## config.mk

```make
export PLATFORM = sky130hd
export DESIGN_NAME = key_search_ctrl_flat
export DESIGN_NICKNAME = d
export VERILOG_FILES = /design/src/rtl/key_search_ctrl_if.sv /design/src/rtl/key_search_ctrl.sv /design/src/flat_wrapper.sv
export SDC_FILE = /design/constraint.sdc
export NUM_CORES = 1
export LEC_CHECK = 0
export BUFFER_PORTS_ARGS = -buffer_cell sky130_fd_sc_hd__buf_2
export CAP_MARGIN = 0
export CORE_UTILIZATION = 49
export CTS_CLUSTER_SIZE = 20
export DETAILED_ROUTE_END_ITERATION = 7
export PLACE_DENSITY = 0.77
export SETUP_SLACK_MARGIN = 0.2
export SYNTH_ARGS = -nofsm -noshare
export SYNTH_HDL_FRONTEND = slang
export SYNTH_SLANG_ARGS = --single-unit
```

## constraint.sdc

```tcl
create_clock -name clk -period 1.8 [get_ports clk]
set_input_delay 0.27 -clock clk [delete_from_list [all_inputs] [get_ports clk]]
set_output_delay 0.27 -clock clk [all_outputs]
set_load 0.005 [all_outputs]
```

## src/rtl/key_search_ctrl_if.sv

```systemverilog
// Handshake and RAM-read bundle between the key search controller and the
// RC4 pipeline / decrypted-message RAM. master = controller side.
interface key_search_ctrl_if #(
  parameter int ADDR_W = 5
);
  logic              start;
  logic              decrypt_done;
  logic [7:0]        rd_q;
  logic [ADDR_W-1:0] rd_addr;
  logic [23:0]       secret_key;
  logic              pipe_start;
  logic              busy;
  logic              found;
  logic              exhausted;

  modport master (
    input  start, decrypt_done, rd_q,
    output rd_addr, secret_key, pipe_start, busy, found, exhausted
  );

  modport slave (
    output start, decrypt_done, rd_q,
    input  rd_addr, secret_key, pipe_start, busy, found, exhausted
  );
endinterface

```

## src/rtl/key_search_ctrl.sv

```systemverilog
// Brute-force key search: after each decrypt pass, scan the message RAM for
// lowercase/space only; on success stop, otherwise bump the key and relaunch.
// All outputs are registered from next-state values so they change on the
// same edge as the state they belong to.
module key_search_ctrl #(
  parameter int          MSG_LEN   = 32,
  parameter logic [23:0] KEY_START = 24'h000000,
  parameter logic [23:0] KEY_MAX   = 24'h3FFFFF
) (
  input logic             clk,
  input logic             reset_n,
  key_search_ctrl_if.master ks
);
  localparam int          AW   = 5;
  localparam logic [AW-1:0] LAST = AW'(MSG_LEN - 1);

  typedef enum logic [3:0] {
    S_IDLE, S_LAUNCH, S_WAIT_DEC, S_RD_ADDR, S_RD_WAIT,
    S_CHECK, S_NEXT_KEY, S_FOUND, S_EXHAUSTED
  } state_t;

  state_t        state, state_nx;
  logic [AW-1:0] idx, idx_nx;
  logic [23:0]   key, key_nx;
  logic [AW-1:0] rd_addr_q;
  logic          pipe_start_q, busy_q, found_q, exhausted_q;
  logic          byte_ok;

  // Accept space or 'a'..'z'; anything else aborts the pass.
  always_comb begin
    byte_ok = (ks.rd_q == 8'h20) || ((ks.rd_q >= 8'h61) && (ks.rd_q <= 8'h7A));
  end

  // Next-state, byte index and candidate key.
  always_comb begin
    state_nx = state;
    idx_nx   = idx;
    key_nx   = key;
    case (state)
      S_IDLE: begin
        if (ks.start) begin
          key_nx   = KEY_START;
          state_nx = S_LAUNCH;
        end
      end
      S_LAUNCH:   state_nx = S_WAIT_DEC;
      S_WAIT_DEC: begin
        if (ks.decrypt_done) begin
          idx_nx   = '0;
          state_nx = S_RD_ADDR;
        end
      end
      // Two cycles of address hold cover the registered-address RAM latency.
      S_RD_ADDR: state_nx = S_RD_WAIT;
      S_RD_WAIT: state_nx = S_CHECK;
      S_CHECK: begin
        if (!byte_ok)          state_nx = S_NEXT_KEY;
        else if (idx == LAST)  state_nx = S_FOUND;
        else begin
          idx_nx   = idx + 1'b1;
          state_nx = S_RD_ADDR;
        end
      end
      S_NEXT_KEY: begin
        // Saturate at the top of the range rather than wrapping.
        if (key >= KEY_MAX) begin
          key_nx   = KEY_MAX;
          state_nx = S_EXHAUSTED;
        end else begin
          key_nx   = key + 24'd1;
          state_nx = S_LAUNCH;
        end
      end
      S_FOUND, S_EXHAUSTED: begin
        if (ks.start) begin
          key_nx   = KEY_START;
          state_nx = S_LAUNCH;
        end
      end
      default: state_nx = S_IDLE;
    endcase
  end

  // State and registered outputs, all derived from next-state values.
  always_ff @(posedge clk or negedge reset_n) begin
    if (!reset_n) begin
      state        <= S_IDLE;
      idx          <= '0;
      key          <= '0;
      rd_addr_q    <= '0;
      pipe_start_q <= 1'b0;
      busy_q       <= 1'b0;
      found_q      <= 1'b0;
      exhausted_q  <= 1'b0;
    end else begin
      state        <= state_nx;
      idx          <= idx_nx;
      key          <= key_nx;
      rd_addr_q    <= idx_nx;
      pipe_start_q <= (state_nx == S_LAUNCH);
      busy_q       <= (state_nx == S_LAUNCH)  || (state_nx == S_WAIT_DEC) ||
                      (state_nx == S_RD_ADDR) || (state_nx == S_RD_WAIT)  ||
                      (state_nx == S_CHECK)   || (state_nx == S_NEXT_KEY);
      found_q      <= (state_nx == S_FOUND);
      exhausted_q  <= (state_nx == S_EXHAUSTED);
    end
  end

  assign ks.rd_addr    = rd_addr_q;
  assign ks.secret_key = key;
  assign ks.pipe_start = pipe_start_q;
  assign ks.busy       = busy_q;
  assign ks.found      = found_q;
  assign ks.exhausted  = exhausted_q;
endmodule

```

## src/flat_wrapper.sv

```systemverilog
// flat-port wrapper written by rule: the top's interface ports become plain ports
module key_search_ctrl_flat 
#(
  parameter int          MSG_LEN   = 32,
  parameter logic [23:0] KEY_START = 24'h000000,
  parameter logic [23:0] KEY_MAX   = 24'h3FFFFF
)
  (clk, reset_n, ks_start, ks_decrypt_done, ks_rd_q, ks_rd_addr, ks_secret_key, ks_pipe_start, ks_busy, ks_found, ks_exhausted);
  key_search_ctrl_if #(.ADDR_W(5)) ks_i ();
  input logic clk;
  input logic reset_n;
  input wire logic [$bits(ks_i.start)-1:0] ks_start;
  input wire logic [$bits(ks_i.decrypt_done)-1:0] ks_decrypt_done;
  input wire logic [$bits(ks_i.rd_q)-1:0] ks_rd_q;
  output wire logic [$bits(ks_i.rd_addr)-1:0] ks_rd_addr;
  output wire logic [$bits(ks_i.secret_key)-1:0] ks_secret_key;
  output wire logic [$bits(ks_i.pipe_start)-1:0] ks_pipe_start;
  output wire logic [$bits(ks_i.busy)-1:0] ks_busy;
  output wire logic [$bits(ks_i.found)-1:0] ks_found;
  output wire logic [$bits(ks_i.exhausted)-1:0] ks_exhausted;
  assign ks_i.start = ks_start;
  assign ks_i.decrypt_done = ks_decrypt_done;
  assign ks_i.rd_q = ks_rd_q;
  assign ks_rd_addr = ks_i.rd_addr;
  assign ks_secret_key = ks_i.secret_key;
  assign ks_pipe_start = ks_i.pipe_start;
  assign ks_busy = ks_i.busy;
  assign ks_found = ks_i.found;
  assign ks_exhausted = ks_i.exhausted;
  key_search_ctrl #(.MSG_LEN(MSG_LEN), .KEY_START(KEY_START), .KEY_MAX(KEY_MAX)) u_core (.clk(clk), .reset_n(reset_n), .ks(ks_i));
endmodule
```

==> metrics.yaml <==
startpoint_type: "flip-flop"
hpwl_um: 4235
synthTopCellsByArea: "dfrtp_1 44%, a21oi_1 4.0%, o21ai_0 4.0%"
critPathKind: "reg -> reg"
fin_crit_sh: 1.086
synth_top_cell_by_area: "dfrtp_1"
fin_ws_ps: -155.3
gp_congestion: 0.8800
grt_max_degree: 38
grt_pass1_wl_um: 9901
yosys.area.top_type_share: 0.4405
routed_wl_um: 6558
max_freq_mhz: 511.4
synth_edf_count: 0
ys_ff_latch: 37
cts_tree: "built"
wl_per_cell_um: 16.73
insertion_delay_ps: 290
core_um2: 4058
clkTransAtPathRegs_ps: 70
areaGrowthSynthToFinish_pct: 54.88
layout_commonest_cell: "buf_4"
syn_area_per_cell_um2: 9.260
start_util: 0.5180
crit_fanout: 8
peakVddDrop_mv: 0.8618
first_pass_iters: 5
fin_skew_ps: 2.424
cp-end-kind: "flip-flop"
async_flop_share: 1.000
hold_violations: 0
io_buffers: 44
chipWidth_um: 67.50
drt_iter0_markers: 195
ys_warn_count: 0
ys_seq_area_frac: 0.4405
setup_viol: 28
fin_util: 0.8023
avgViaCountPerCell: 6.094
numCtsBuffers: 5
layout-drive-gt1-share: 0.5263
maxCapViolations: 0
r2r-start: "u_core.ks.secret_key[1]"
multi_input_area_um2: 1339
syn-cell-area_um2: 2102
clk_path_buf_depth: 2
min_period_ps: 1955
startpoint: "u_core.ks.secret_key[1]"
p_per_area_nw_per_um2: 904.2
power_leakage_nw: 1.625
cts-root-buf: "clkbuf_8"
finalNetCount: 357
mostFrequentLayoutCells: "62 x buf_4, 44 x buf_2, 35 x dfrtp_1, 18 x nand2_1, 14 x nor2_1"
ant_nets: 0
power_mw: 2.944
rsz0062_at_grt: "true"
first_global_vias: 2155
ff_latch_area_um2: 928.4
fillCellCount: 270
die_h_um: 67.50
htreeDepth: 2
drv_slew: 0
synthCells: 227
slew-limit-headroom: 0.6896
hp-class: "in -> reg"
violations: "setup timing"
syn_nets: 242
worstPathRequired_ps: 2030
grt-ovfl-total: 0
min-delay-start: "ks_rd_q[7]"
outcome: "finished, violations left"
antenna_found_initial: 0
yosys_most_used_dff: "dfrtp_1"
drcViolationCount: 0
worst_slew_pin_slew_ps: 463.9
grt_usage: 0.2959
vias: 2389
ys_types: 51
clock_sinks: 37
diodes: 0
ios: 45
dieArea_um2: 4556
num_rows: 23
critPathArrivalTime_ps: 2180
[synth_stat cells, drive strengths merged (3+ instances only)]
master	instances
a21oi	19
a311oi	5
a31oi	3
a32o	4
and3	10
buf	4
clkbuf	5
dfrtp	37
ha	3
inv	9
nand2	21
nand2b	3
nand3	15
nand4	3
nor2	17
nor3	12
nor3b	5
o21ai	21
o31ai	3
[worst max-delay path: stages, from the launching register on]
cell      delay [ps]
dfrtp_1          350
ha_2             190
nand2_2           60
or3_4            360
o311a_4          340
nand3b_4         230
a31o_1           230
a21oi_2          110
[worst paths after layout]
check | endpoint | slack (ps) | cells past startpoint
max | u_core.idx[2] | -160 | 7
min | u_core.idx[3] | 450 | 6
max reg2reg | u_core.idx[2] | -160 | 7
min reg2reg | u_core.ks.secret_key[23] | 540 | 1
max in group asynchronous | u_core.ks.secret_key[6] | 1130 | 3
min in group asynchronous | u_core.ks.found | 470 | 3
[where the power goes]
group          total (mW)  internal (mW)  leakage, nW  switching, mW
registers            1.01          0.927        0.503         0.0791
clock network       0.596          0.304       0.0443          0.292
logic                1.34          0.622         1.08          0.720
total                2.94           1.85         1.62           1.09
[timing repair]
item,CTS,global route
gates cloned,1,0
pin swaps,23,16
endpoints found under the hold margin,37,0
setup buffers,13,2
setup endpoints to repair,33,34
gates resized for setup,26,25
hold buffers,1,0
[state kept, by name, indices dropped and copies added, names as in the netlist]
| register | flops |
|---|---|
| u_core.ks.exhausted | 1 |
| u_core.ks.secret_key | 24 |
| u_core.state | 4 |
| u_core.ks.busy | 1 |
| u_core.ks.pipe_start | 1 |
| u_core.idx | 5 |
| u_core.ks.found | 1 |
[cell families after synthesis]
logic type / count (synthesis) / share of synthesized area
AND/OR/NAND/NOR: 94 / 0.2441
AO/OA/AOI/OAI: 73 / 0.2542
flip-flops: 37 / 0.4405
buffers and inverters: 18 / 0.03512
adder cells (fa/ha/maj): 3 / 0.01786
XOR/XNOR: 2 / 0.008335
[metal layers]
layer / track usage / up-vias / share of wire
li1: - / 1095 / -
met1: 0.3605 / 1153 / 0.39
met2: 0.5062 / 117 / 0.52
met3: 0.05405 / 24 / 0.059
met4: 0.1277 / 0 / 0.023
met5: 0 / - / 0
[area by class of cell]
| cell class | count | area share |
|---|---|---|
| Multi-Input combinational cell | 173 | 0.4112 |
| Inverter | 9 | 0.01038 |
| Timing Repair Buffer | 116 | 0.2475 |
| Tap cell | 50 | 0.01922 |
| Sequential cell | 37 | 0.2852 |
| Clock buffer | 7 | 0.02652 |
[metrics by stage]
stage | setup WS, ps | TNS (ps) | area [um^2] | cells | hold slack, ps
6_report | -155.3 | -2332 | 3256 | 392 | 449.5
3_5_place_dp | -271.8 | -2003 | 2821 | 368 | 250.2
4_1_cts | -116.0 | -1333 | 3139 | 390 | 453.3
3_3_place_gp | -216.5 | -1355 | 2821 | 368 | 251.9
5_1_grt | -263.5 | -4589 | 3256 | 392 | 485.8
2_1_floorplan | -132.6 | -923.8 | 2161 | 227 | -25.59
No activity file was read; power rests on OpenSTA's default activity.
